## src/rtl/chunked_extender_pkg.sv

```systemverilog
// -----------------------------------------------------------------------------
// chunked_extender_pkg
// Shared definitions for the chunked operand extender:
//   ext_mode_e : fill-mode encodings presented on in_mode
//   state_e    : control FSM states of the top level
//   fill_bit() : selects the bit replicated above the operand for a given mode
// -----------------------------------------------------------------------------
package chunked_extender_pkg;

    typedef enum logic [1:0] {
        EXT_ZERO = 2'b00,
        EXT_SIGN = 2'b01,
        EXT_ONES = 2'b10,
        EXT_RSVD = 2'b11
    } ext_mode_e;

    typedef enum logic [1:0] {
        ST_IDLE = 2'b00,
        ST_FILL = 2'b01,
        ST_HOLD = 2'b10
    } state_e;

    // Reserved mode behaves like zero-extend; the transaction is flagged instead.
    function automatic logic fill_bit(input ext_mode_e mode, input logic msb);
        case (mode)
            EXT_SIGN: return msb;
            EXT_ONES: return 1'b1;
            default:  return 1'b0;
        endcase
    endfunction

endpackage

```

## src/rtl/ext_chunk_gen.sv

```systemverilog
// -----------------------------------------------------------------------------
// ext_chunk_gen
// Combinational generator of one CHUNK_W-bit slice of the extended result.
// Result bit (idx*CHUNK_W + k) takes in_data at that position when it lies
// inside the operand, otherwise the fill bit, so a slice straddling the
// operand boundary mixes both sources.
// Ports:
//   in_data [IN_W]    latched operand
//   fill    [1]       bit replicated above the operand
//   idx     [IDX_W]   slice index being produced
//   chunk   [CHUNK_W] generated slice
// -----------------------------------------------------------------------------
module ext_chunk_gen
    import chunked_extender_pkg::*;
#(
    parameter int IN_W    = 4,
    parameter int CHUNK_W = 4,
    parameter int IDX_W   = 3
) (
    input  logic [IN_W-1:0]    in_data,
    input  logic               fill,
    input  logic [IDX_W-1:0]   idx,
    output logic [CHUNK_W-1:0] chunk
);

    // Constant-indexed mux per bit avoids a variable select that could run
    // past the operand.
    always_comb begin
        chunk = {CHUNK_W{fill}};
        for (int k = 0; k < CHUNK_W; k++) begin
            for (int j = 0; j < IN_W; j++) begin
                if (int'(idx) * CHUNK_W + k == j) begin
                    chunk[k] = in_data[j];
                end
            end
        end
    end

endmodule

```

## src/rtl/chunked_extender.sv

```systemverilog
// -----------------------------------------------------------------------------
// chunked_extender
// Multi-cycle zero/sign/ones extender. An IN_W-bit operand accepted on the
// input handshake is expanded into an OUT_W-bit result, one CHUNK_W slice per
// clock, then held on the output handshake until consumed.
// Ports:
//   clk, rst_n            clock (rising edge), synchronous active-low reset
//   in_valid / in_ready   operand handshake
//   in_data  [IN_W]       operand
//   in_mode  [2]          00 zero, 01 sign, 10 ones, 11 reserved (flagged)
//   out_valid / out_ready result handshake
//   out_data [OUT_W]      extended result
//   out_err  [1]          result came from a reserved-mode transaction
//   busy     [1]          FSM is not idle
// -----------------------------------------------------------------------------
module chunked_extender
    import chunked_extender_pkg::*;
#(
    parameter int IN_W    = 4,
    parameter int OUT_W   = 32,
    parameter int CHUNK_W = 4
) (
    input  logic             clk,
    input  logic             rst_n,
    input  logic             in_valid,
    output logic             in_ready,
    input  logic [IN_W-1:0]  in_data,
    input  logic [1:0]       in_mode,
    output logic             out_valid,
    input  logic             out_ready,
    output logic [OUT_W-1:0] out_data,
    output logic             out_err,
    output logic             busy
);

    localparam int NCHUNK = OUT_W / CHUNK_W;
    localparam int IDX_W  = (NCHUNK > 1) ? $clog2(NCHUNK) : 1;
    localparam logic [IDX_W-1:0] LAST_IDX = IDX_W'(NCHUNK - 1);

    if (CHUNK_W < 1 || IN_W < 1 || IN_W > OUT_W || (OUT_W % CHUNK_W) != 0) begin : g_param_check
        $error("chunked_extender: illegal parameters IN_W=%0d OUT_W=%0d CHUNK_W=%0d",
               IN_W, OUT_W, CHUNK_W);
    end

    state_e             state_q, state_d;
    logic [IN_W-1:0]    data_q, data_d;
    logic               fill_q, fill_d;
    logic               err_q, err_d;
    logic [IDX_W-1:0]   idx_q, idx_d;
    logic [OUT_W-1:0]   out_data_q, out_data_d;
    logic [CHUNK_W-1:0] chunk;
    logic               accept;

    ext_chunk_gen #(
        .IN_W    (IN_W),
        .CHUNK_W (CHUNK_W),
        .IDX_W   (IDX_W)
    ) u_chunk_gen (
        .in_data (data_q),
        .fill    (fill_q),
        .idx     (idx_q),
        .chunk   (chunk)
    );

    // HOLD passes out_ready through so a consumed result and a new operand can
    // share one edge; reset forces the input closed.
    assign in_ready  = rst_n && ((state_q == ST_IDLE) || (state_q == ST_HOLD && out_ready));
    assign accept    = in_valid && in_ready;
    assign out_valid = (state_q == ST_HOLD);
    assign out_err   = out_valid && err_q;
    assign out_data  = out_data_q;
    assign busy      = (state_q != ST_IDLE);

    always_comb begin
        // NOTE: every signal gets its hold value first so no path through the
        // case below leaves one unassigned (which would infer a latch).
        state_d    = state_q;
        data_d     = data_q;
        fill_d     = fill_q;
        err_d      = err_q;
        idx_d      = idx_q;
        out_data_d = out_data_q;

        case (state_q)
            ST_FILL: begin
                for (int c = 0; c < NCHUNK; c++) begin
                    if (idx_q == IDX_W'(c)) begin
                        out_data_d[c*CHUNK_W +: CHUNK_W] = chunk;
                    end
                end
                if (idx_q == LAST_IDX) begin
                    state_d = ST_HOLD;
                    idx_d   = '0;
                end else begin
                    idx_d = idx_q + IDX_W'(1);
                end
            end
            ST_HOLD: begin
                if (out_ready) begin
                    state_d = ST_IDLE;
                end
            end
            ST_IDLE: ;
            default: state_d = ST_IDLE;
        endcase

        // accept is only possible in IDLE or in HOLD while the result drains,
        // so it overrides whatever the case chose.
        if (accept) begin
            data_d     = in_data;
            fill_d     = fill_bit(ext_mode_e'(in_mode), in_data[IN_W-1]);
            err_d      = (ext_mode_e'(in_mode) == EXT_RSVD);
            out_data_d = '0;
            idx_d      = '0;
            state_d    = ST_FILL;
        end
    end

    // NOTE: state registers use non-blocking assignments so every flop samples
    // the pre-edge values regardless of process ordering.
    always_ff @(posedge clk) begin
        if (!rst_n) begin
            state_q    <= ST_IDLE;
            data_q     <= '0;
            fill_q     <= 1'b0;
            err_q      <= 1'b0;
            idx_q      <= '0;
            out_data_q <= '0;
        end else begin
            state_q    <= state_d;
            data_q     <= data_d;
            fill_q     <= fill_d;
            err_q      <= err_d;
            idx_q      <= idx_d;
            out_data_q <= out_data_d;
        end
    end

endmodule

```

## config.mk

```make
export PLATFORM = sky130hd
export DESIGN_NAME = chunked_extender
export DESIGN_NICKNAME = d
export VERILOG_FILES = /design/src/rtl/chunked_extender_pkg.sv /design/src/rtl/ext_chunk_gen.sv /design/src/rtl/chunked_extender.sv
export SDC_FILE = /design/constraint.sdc
export NUM_CORES = 1
export LEC_CHECK = 0
export CORE_MARGIN = 3
export CORE_UTILIZATION = 25
export DETAILED_ROUTE_END_ITERATION = 7
export PLACE_DENSITY = 0.57
export SYNTH_ARGS = -nofsm -noshare
export SYNTH_HDL_FRONTEND = slang
export SYNTH_SLANG_ARGS = --single-unit
```

## constraint.sdc

```tcl
create_clock -name clk -period 1.9 [get_ports clk]
set_input_delay 0.285 -clock clk [delete_from_list [all_inputs] [get_ports clk]]
set_output_delay 0.285 -clock clk [all_outputs]
set_load 0.02 [all_outputs]
```

* Word level (Yosys, flattened, before mapping)
Index checks and enable logic that the tools add are counted.
** Word-level totals
- Output and inout bits :: 36
- Input port bits :: 10
- Flip-flop bits (word level) :: 43
- Logic and storage cells :: 88
** Operators by class
- Reductions and logical operators :: 23
- Multiplexer cells :: 19
- Eq/ne operators :: 26
- Add/subtract/negate cells :: 4
- Bitwise logic cells :: 2
** Operator list (count)
- $eq A32 B3 Y1 const B :: 6
- $logic_not A32 Y1 :: 4
- $eq A32 B2 Y1 const B :: 3
- $reduce_and A2 Y1 :: 8
- $mux W1 :: 14
- $add A5 B2 Y6 const B :: 2
- $eq A3 B3 Y1 const B :: 4
- $add A5 B1 Y6 const B :: 1
- $eq A2 B2 Y1 const B :: 3
- $eq A3 B2 Y1 const B :: 2
- $pmux W2 S3 :: 1
- $reduce_and A3 Y1 :: 2
- $eq A2 B1 Y1 const B :: 2
- $logic_and A1 B1 Y1 :: 4
- $mux W2 :: 2
- $ne A2 B2 Y1 const B :: 2
- $add A3 B1 Y3 const B :: 1
- $eq A3 B1 Y1 const B :: 1
- $logic_not A3 Y1 :: 1
- $mux W3 :: 1
- $ne A3 B1 Y1 const B :: 1
- $ne A3 B3 Y1 const B :: 1
- $logic_not A2 Y1 :: 1
- $ne A2 B1 Y1 const B :: 1
- other kinds (5) :: 6

* Logic depth before layout (Yosys ltp)
Gate-level depths: netlist of the first run.
- Depth in word-level cells :: 7
- Mapped depth :: 7
- Mapped depth without buffers :: 5

* Modules after synthesis
From an unflattened synthesis of the first run, not the netlist that was laid out.
** Second synthesis, totals
- Cells, all modules :: 207
- Area, all modules :: 1974.4 sq um
** Modules (own cells, without submodules)
- chunked_extender :: seq. area each 860.8 sq um, times used 1, area an instance 1903.1 sq um, cells an instance 198
- ext_chunk_gen :: seq. area each 0.0 sq um, times used 1, area an instance 71.3 sq um, cells an instance 9

* Worst setup path after synthesis of the first run
OpenSTA, ideal clock, no wires.
- Kind :: register to register
- Start :: register idx_q[0]
- End :: register out_data_q[28] (netlist: out_data[28])
- Path buffers :: 1
- Cell stages (with the launch flop) :: 7
- Period minus slack after synthesis :: 1.468 ns
- Data required time :: 1.764 ns
- Arrival :: 1.332 ns
- Setup slack :: 0.432 ns
- Library setup time :: 0.136 ns
- Path through :: dfxtp_1 > inv_1 > ha_1 > nor2b_1 > clkbuf_1 > mux2i_1 > a211oi_1
** Between the ends
- Cells in the longest elaborated chain, start to end :: 2
- Elaborated cells on any way between the ends :: 4
- Classes of those cells :: eq/ne (1); mux (1); reduce/logical (2)
** RTL lines
- start, declared :: line chunked_extender.sv:49 : logic [IDX_W-1:0] idx_q, idx_d;
- start signal, assigned :: line chunked_extender.sv:134 : idx_q <= idx_d;
- $logic_not A32 Y1 or $eq A3 B3 Y1 (tied branches) :: line ext_chunk_gen.sv:32, chunked_extender.sv:87
- $mux W1 or $reduce_and A2 Y1 (tied branches)
- end signal, assigned :: line chunked_extender.sv:135 : out_data_q <= out_data_d;
- end, declared :: line chunked_extender.sv:50 : logic [OUT_W-1:0] out_data_q, out_data_d;
Parallel ways exist; a longest one is shown, timed or not.
A chain may end at the register's enable or synchronous reset.

* Worst setup path in the final report of the first run
- Start :: register state_q[0]
- End :: output port busy
** Between the ends
- Cells in the longest elaborated chain, start to end :: 1
** RTL lines
- start, declared :: line chunked_extender.sv:45 : state_e state_q, state_d;
- start signal, assigned :: line chunked_extender.sv:130 : state_q <= state_d;
- $reduce_bool A2 Y1 :: line chunked_extender.sv:72 : assign busy = (state_q != ST_IDLE);
- end, declared :: line chunked_extender.sv:33 : output logic busy
Every way passes these cells.

==> impl_metrics.env, run 1 <==
export IMPL_seq_area_frac_synth=0.472
export IMPL_yosysTopAreaCell="dfxtp_1"
export IMPL_viasPerCell=4.39
export IMPL_gr_max_usage_layer="met2"
export IMPL_port_buffers=45
export IMPL_p_clk_frac=0.322
export IMPL_wl_per_cell_um=12.2
export IMPL_postSynthCellCount=197
export IMPL_seqPwrFrac=0.577
export IMPL_dpl_cell_area_um2=2390
export IMPL_ys_ff_latch=43
export IMPL_syn_nets=216
export IMPL_fmaxAchievable_mhz=554
export IMPL_drtAntennaViolNets=0
export IMPL_final_common_cell="clkdlybuf4s50_1"
export IMPL_clock_latency_ns=0.29
export IMPL_utilization=0.354
export IMPL_mostFrequentLayoutCells="43 x clkdlybuf4s50_1, 41 x dfxtp_1, 23 x nor2_1"
export IMPL_dieArea_um2=8360
export IMPL_setup_worst_path_start="state_q[0]"
export IMPL_core_area_um2=6940
export IMPL_report_final_slew_viol_count=0
export IMPL_cts_buffers=5
export IMPL_powerDensity_nw_per_um2=658
export IMPL_grtUsageMet2=0.157
export IMPL_p_sw_mw=0.379
export IMPL_first_pass_iters=4
export IMPL_avgSynthCellArea_um2=9.26
export IMPL_grt_usage=0.104
export IMPL_worstSetupEndpointType="primary output"
export IMPL_max_stage_delay_ns=0.54
export IMPL_critPathLaunchType="flop"
export IMPL_grt_overflow=0
export IMPL_grt_max_degree=36
export IMPL_antennaDiodeCount=0
export IMPL_post_dp_hpwl_mm=2.98
export IMPL_cp_data_required_time_ns=1.62
export IMPL_ir_drop_uv=235
export IMPL_r2r_slack_ns=0.26
export IMPL_rr_endpoint="out_data[12]"
export IMPL_relSlewSlack=0.734
export IMPL_hold_path_class="flop to flop"
export IMPL_grt_use_met3=0.0348
export IMPL_layout_drive_gt1_share=0.0992
export IMPL_grt_pass1_wl_mm=7.03
export IMPL_path_class="flop to primary output"
export IMPL_power_leakage_nw=0.877
export IMPL_clkTransAtPathRegs_ns=0.07
export IMPL_clock_sinks=43
export IMPL_setup_viol=0
export IMPL_cpMaxStageDelayCell="clkdlybuf4s50_1"
export IMPL_r2r_start="idx_q[0]"
export IMPL_clock_path_buffers=2
export IMPL_route_detailed_drc=0
export IMPL_post_cts_buffers=0
export IMPL_synth_area_um2=1820
export IMPL_run_status="finished, final reports clean"
export IMPL_area_growth_pct=34.8
export IMPL_gp_congestion=0.709
export IMPL_yosysWarnings=0
export IMPL_drt_iter0_drc=72
export IMPL_cts_tree="done"
export IMPL_die_y_um=91.4
export IMPL_crit_chain="or2_2, clkdlybuf4s50_1"
export IMPL_htree_levels=2
export IMPL_cp_arrival_ns=1.52
export IMPL_r2r_cells=7
export IMPL_cp_max_fo=12
export IMPL_combPwrFrac=0.101
export IMPL_io_pin_count=46
export IMPL_netlist_area_leader_share=0.472
export IMPL_internal_power_mw=1.24
export IMPL_num_vias=1484
export IMPL_cts_root_buf="clkbuf_8"
export IMPL_min_period_over_period=0.950
export IMPL_rsz0062_at_grt="false"
export IMPL_max_cap_violations=0
export IMPL_period_needed_ns=1.80
export IMPL_tightest_slew_ns=0.399
export IMPL_grt_pass1_vias=1464
export IMPL_finalClockSkew_ns=0.00415
export IMPL_initial_core_util=0.263
export IMPL_final_nets=262
export IMPL_hold_viol_final=0
export IMPL_synthTopCellsByArea="dfxtp_1 47%, a211oi_1 6.6%, ha_1 6.2%"
export IMPL_ys_types=27
export IMPL_design_area_um2=2460
export IMPL_wl_mm=4.14
export IMPL_met1_usage=0.137
export IMPL_antenna_found_initial=0
export IMPL_num_rows=30
export IMPL_switching_share=0.234
export IMPL_critPathCapture="busy"
export IMPL_fp_dieW_um=91.4
## through the flow
stage | std cells | hold WS [ns] | TNS [ns] | setup WS, ns | power [mW]
6_report | 338 | 0.477 | 0 | 0.0957 | 1.62
5_1_grt | 338 | 0.512 | 0 | 0.0203 | 1.70
4_1_cts | 338 | 0.481 | 0 | 0.0808 | 1.65
3_5_place_dp | 332 | 0.471 | -0.0186 | -0.0186 | 1.12
3_3_place_gp | 332 | 0.453 | -0.0233 | -0.0233 | 1.12
2_1_floorplan | 197 | 0.428 | 0 | 0.432 | 1.05
## critical path, delay by kind of cell, from the launching register on
| family | cells | cell delay (ns) |
|---|---|---|
| DFF | 1 | 0.39 |
| and+or+nand+nor | 1 | 0.31 |
| buffers and inverters | 1 | 0.54 |
## per-layer routing
| metal | vias up | part of all wire |
|---|---|---|
| li1 | 776 | - |
| met1 | 667 | 0.49 |
| met2 | 37 | 0.44 |
| met3 | 4 | 0.056 |
| met4 | 0 | 0.0075 |
| met5 | - | 0 |
## state kept, by name, indices dropped and copies added (netlist names)
name	flops
fill_q	1
data_q	4
out_data	32
idx_q	3
state_q	2
err_q	1
## power groups by stage
stage | registers, mW | logic (mW) | clock network [mW]
2_1_floorplan | 0.945 | 0.103 | 0
3_3_place_gp | 0.953 | 0.166 | 0
3_5_place_dp | 0.954 | 0.167 | 0
4_1_cts | 0.933 | 0.166 | 0.549
5_1_grt | 0.935 | 0.181 | 0.582
6_report | 0.933 | 0.164 | 0.521
## final cells by class
| cell class | instances | area (um2) |
|---|---|---|
| inverters | 7 | 26.3 |
| flip-flops and latches | 43 | 863 |
| clock buffers | 6 | 72.6 |
| multi-input cells | 130 | 835 |
| fillers | 713 | 4480 |
| repair buffers | 56 | 543 |
| well taps | 96 | 120 |
## logic make-up after synthesis
kind of cell,after synthesis,synth area share
AND/OR/NAND/NOR,60,0.173
AO/OA/AOI/OAI,52,0.174
flip-flops,43,0.472
buffers and inverters,24,0.0706
multiplexers,9,0.0494
adder cells (fa/ha/maj),9,0.0617
## Yosys cell counts, drive strengths merged
master  count
and4bb      3
buf         9
nand4       8
nand3b      1
and3b       2
and3        1
clkbuf      8
a21oi      15
a211oi     17
nand2      11
o21ai      17
mux2i       9
o21a        2
and2        2
nor2       23
dfxtp      43
nor2b       4
a31o        1
or3         1
ha          9
or2         2
nand2b      2
inv         7
## how the worst min path moves through the flow
| stage | start | to | slack (ns) | cells after the start |
|---|---|---|---|---|
| floorplan | in_data[0] | data_q[0] | 0.43 | 2 |
| global placement | err_q | err_q | 0.45 | 2 |
| detailed placement | out_data[18] | out_data[18] | 0.47 | 2 |
| CTS | out_data[18] | out_data[18] | 0.48 | 2 |
| global route | out_data[18] | out_data[18] | 0.51 | 2 |
| finish | out_data[18] | out_data[18] | 0.48 | 2 |
## repair_timing
action	in CTS	in global routing
hold buffers	0	0
gates resized for setup	4	0
setup endpoints to repair	4	0
(Power assumes the default switching activity.)
==> run 2, diff against run 1 <==
Settings changed: SKIP_CTS_REPAIR_TIMING set to 1.
==> run 2 against run 1 <==
Utilization up 0.11 points. Clock skew about the same. Power barely moved. Critical path type unchanged. Critical endpoint unchanged. Largest power group unchanged.
==> impl_metrics.env, run 2 (synthesis results as in run 1) <==
export IMPL_rsz0062_at_grt="false"
export IMPL_mostFrequentLayoutCells="43 x clkdlybuf4s50_1, 41 x dfxtp_1, 23 x nor2_1"
export IMPL_gp_congestion=0.709
export IMPL_cts_root_buf="clkbuf_8"
export IMPL_relSlewSlack=0.734
export IMPL_dieArea_um2=8360
export IMPL_fmaxAchievable_mhz=554
export IMPL_core_area_um2=6940
export IMPL_final_nets=262
export IMPL_drt_iter0_drc=83
export IMPL_finalPower_mw=1.62
export IMPL_post_dp_hpwl_mm=2.98
export IMPL_route_detailed_drc=0
export IMPL_drtAntennaViolNets=0
export IMPL_final_common_cell="clkdlybuf4s50_1"
export IMPL_antenna_found_initial=0
export IMPL_initial_core_util=0.263
export IMPL_cts_tree="done"
export IMPL_hold_viol_final=0
export IMPL_clock_path_buffers=2
export IMPL_report_final_slew_viol_count=0
export IMPL_num_vias=1486
export IMPL_largest_register_ffs=32
export IMPL_die_y_um=91.4
export IMPL_min_period_over_period=0.949
export IMPL_design_area_um2=2470
export IMPL_io_pin_count=46
export IMPL_ir_drop_uv=235
export IMPL_clock_latency_ns=0.29
export IMPL_grt_usage=0.104
export IMPL_run_status="finished, final reports clean"
export IMPL_layout_drive_gt1_share=0.0992
export IMPL_num_rows=30
export IMPL_pre_cts_slack_ns=-0.0186
export IMPL_hold_path_class="flop to flop"
export IMPL_path_class="flop to primary output"
export IMPL_dpl_cell_area_um2=2390
export IMPL_fp_dieW_um=91.4
export IMPL_grt_overflow=0
export IMPL_met3_length_um=246
export IMPL_fillerInstances=713
export IMPL_grt_pass1_wl_mm=7.03
export IMPL_htree_levels=2
export IMPL_tightest_slew_ns=0.398
export IMPL_period_needed_ns=1.80
export IMPL_antennaDiodeCount=0
export IMPL_powerDensity_nw_per_um2=656
export IMPL_clkTransAtPathRegs_ns=0.07
export IMPL_cp_data_required_time_ns=1.62
export IMPL_first_pass_iters=4
export IMPL_finalClockSkew_ns=0.00457
export IMPL_wl_met1_mm=2.00
export IMPL_cp_arrival_ns=1.52
export IMPL_worstSetupEndpointType="primary output"
export IMPL_wl_per_cell_um=12.2
export IMPL_max_cap_violations=0
export IMPL_fin_ws_ns=0.0960
export IMPL_critPathLaunchType="flop"
export IMPL_highest_layer="met4"
export IMPL_area_growth_pct=35.3
export IMPL_grt_pass1_vias=1464
export IMPL_port_buffers=45
export IMPL_viasPerCell=4.40
export IMPL_setup_viol=0
export IMPL_cp_max_fo=12
export IMPL_wl_mm=4.13
export IMPL_power_leakage_nw=0.900
export IMPL_grt_max_degree=36
export IMPL_clock_sinks=43
export IMPL_cts_buffers=5
export IMPL_wl_met2_mm=1.85
-- run 2: stage by stage --
| stage | hold slack (ns) | std cells | utilization | setup TNS, ns |
|---|---|---|---|---|
| 2_1_floorplan | 0.428 | 197 | - | 0 |
| 3_3_place_gp | 0.453 | 332 | 0.344 | -0.0233 |
| 3_5_place_dp | 0.471 | 332 | 0.344 | -0.0186 |
| 4_1_cts | 0.481 | 338 | 0.354 | -0.156 |
| 5_1_grt | 0.512 | 338 | 0.355 | 0 |
| 6_report | 0.477 | 338 | 0.355 | 0 |
-- run 2: final timing paths --
check,start,end,slack (ns),cells after the start
worst max-delay path,state_q[0],busy,0.1,2
worst min-delay path,out_data[18],out_data[18],0.48,2
worst max register to register,idx_q[0],out_data[12],0.26,7
worst min register to register,out_data[18],out_data[18],0.48,2
-- run 2: final cells by class --
| class | instances | area, um2 | area share |
|---|---|---|---|
| Clock buffer | 6 | 72.6 | 0.0294 |
| Timing Repair Buffer | 56 | 551 | 0.223 |
| Sequential cell | 43 | 863 | 0.350 |
| Tap cell | 96 | 120 | 0.0487 |
| Multi-Input combinational cell | 130 | 835 | 0.338 |
| Inverter | 7 | 26.3 | 0.0106 |
-- run 2: metal layers --
layer	vias to the layer above	GRT usage
met3	4	0.0348
met1	669	0.137
li1	776	-
met2	37	0.157
met4	0	0.0364
met5	-	0
-- run 2: worst max-delay path: stages (launching register included) --
cell and delay (ns):
dfxtp_2 0.39, or2_2 0.31, clkdlybuf4s50_1 0.54
-- run 2: report_power, final --
| group | switching, mW | leakage (nW) | internal [mW] |
|---|---|---|---|
| logic | 0.0845 | 0.514 | 0.0801 |
| registers | 0.0180 | 0.348 | 0.915 |
| clock network | 0.276 | 0.0371 | 0.245 |
| total | 0.378 | 0.900 | 1.24 |
==> run 3, diff against run 2 <==
Settings changed: CTS_CLUSTER_SIZE set to 30, PLACE_DENSITY 0.57 to unset.
==> run 3 against run 2 <==
Setup slack improved by 0.0087 ns. Non-clock buffer count is 1 lower. Count of clock-buffer cells in the layout grew 1. Combinational power is essentially flat. Largest power group unchanged.
==> impl_metrics.env, run 3 (synthesis results as in run 1) <==
export IMPL_fmaxAchievable_mhz=557
export IMPL_drt_iter0_drc=102
export IMPL_htree_levels=2
export IMPL_antennaDiodeCount=0
export IMPL_cts_root_buf="clkbuf_8"
export IMPL_wl_mm=4.07
export IMPL_cp_data_required_time_ns=1.62
export IMPL_gp_congestion=0.726
export IMPL_hold_viol_final=0
export IMPL_cp_arrival_ns=1.51
export IMPL_grt_overflow=0
export IMPL_cp_max_fo=12
export IMPL_layout_drive_gt1_share=0.0988
export IMPL_final_common_cell="clkdlybuf4s50_1"
export IMPL_mostFrequentLayoutCells="43 x clkdlybuf4s50_1, 41 x dfxtp_1, 23 x nor2_1"
export IMPL_clock_path_buffers=2
export IMPL_drtAntennaViolNets=0
export IMPL_power_leakage_nw=0.900
export IMPL_num_rows=30
export IMPL_clock_latency_ns=0.29
export IMPL_min_period_over_period=0.945
export IMPL_crit_chain="or2_2, clkdlybuf4s50_1"
export IMPL_period_needed_ns=1.80
export IMPL_grt_usage=0.0995
export IMPL_rr_endpoint="out_data[31]"
export IMPL_critPathCapture="busy"
export IMPL_r2r_start="idx_q[0]"
export IMPL_cp_buffers_inverters=1
export IMPL_setup_viol=0
export IMPL_cpMaxStageDelayCell="clkdlybuf4s50_1"
export IMPL_tightest_slew_ns=0.427
export IMPL_initial_core_util=0.263
export IMPL_powerDensity_nw_per_um2=667
export IMPL_clkTransAtPathRegs_ns=0.07
export IMPL_critPathLaunchType="flop"
export IMPL_ir_drop_uv=207
export IMPL_run_status="finished, final reports clean"
export IMPL_finalClockSkew_ns=0.00653
export IMPL_worstSetupEndpointType="primary output"
export IMPL_antenna_found_initial=0
export IMPL_viasPerCell=4.40
export IMPL_io_pin_count=46
export IMPL_die_y_um=91.4
export IMPL_wl_per_cell_um=12.0
export IMPL_max_cap_violations=0
export IMPL_cp_num_cells=2
export IMPL_cts_tree="done"
export IMPL_grt_max_degree=36
export IMPL_largest_register_ffs=32
export IMPL_first_pass_iters=4
export IMPL_setup_worst_path_start="state_q[0]"
export IMPL_post_dp_hpwl_mm=3.07
export IMPL_fp_dieW_um=91.4
export IMPL_core_area_um2=6940
export IMPL_r2r_cells=7
export IMPL_num_vias=1492
export IMPL_cp_top_family="buffers and inverters"
export IMPL_final_nets=261
export IMPL_max_stage_delay_ns=0.54
export IMPL_port_buffers=45
export IMPL_r2r_slack_ns=0.21
export IMPL_hold_path_class="flop to flop"
export IMPL_relSlewSlack=0.715
export IMPL_clock_sinks=43
export IMPL_grt_pass1_vias=1423
export IMPL_dieArea_um2=8360
export IMPL_path_class="flop to primary output"
export IMPL_grt_pass1_wl_mm=6.73
export IMPL_route_detailed_drc=0
export IMPL_rsz0062_at_grt="false"
export IMPL_report_final_slew_viol_count=0
export IMPL_finalPower_mw=1.65
export IMPL_cts_buffers=5
export IMPL_area_growth_pct=35.3
export IMPL_fin_tns_setup_ns=0
## run 3: cell count changes in the layout (fill, tap and decap cells not counted), sizes merged
cell | before | now
buf | 11 | 10
clkbuf | 6 | 7
clkinv | 0 | 1
## run 3: power by group
part / switching [mW] / internal, mW
Sequential: 0.0177 / 0.915
Clock: 0.294 / 0.258
Combinational: 0.0835 / 0.0780
## run 3: tightest hold or removal path, stage by stage (launching register included)
cell and delay [ns]:
dfxtp_1 0.32, nand2_1 0.05, o21ai_0 0.06
## run 3: worst min-delay path by stage
stage	cells after the start	end	slack [ns]	start
4_1_cts	2	err_q	0.47	err_q
6_report	2	err_q	0.47	err_q
2_1_floorplan	2	data_q[0]	0.43	in_data[0]
3_5_place_dp	2	err_q	0.47	err_q
3_3_place_gp	2	err_q	0.46	err_q
5_1_grt	2	out_data[25]	0.51	out_data[25]
## run 3: layer usage
| layer | global-route usage | up-vias | part of all wire |
|---|---|---|---|
| li1 | - | 770 | - |
| met1 | 0.121 | 688 | 0.46 |
| met2 | 0.164 | 30 | 0.47 |
| met3 | 0.0331 | 4 | 0.058 |
| met4 | 0.0339 | 0 | 0.011 |
| met5 | 0 | - | 0 |
## run 3: area by class of cell
type / instances / area [um2]
Fill cell: 716 / 4480
Timing Repair Buffer: 55 / 543
Clock inverter: 1 / 5.00
Multi-Input combinational cell: 130 / 835
Tap cell: 96 / 120
Inverter: 7 / 26.3
Clock buffer: 7 / 76.3
Sequential cell: 43 / 863
## run 3: per-stage QoR
stage / util / area [um2] / cells / hold slack, ns / worst slack, ns
after global placement: 0.343 / 2380 / 331 / 0.456 / -0.0241
final: 0.355 / 2470 / 339 / 0.468 / 0.105
after global routing: 0.355 / 2470 / 339 / 0.506 / 0.0414
after CTS: 0.354 / 2460 / 339 / 0.474 / -0.127
after floorplan: - / 1820 / 197 / 0.428 / 0.432
after detailed placement: 0.343 / 2380 / 331 / 0.469 / -0.0682
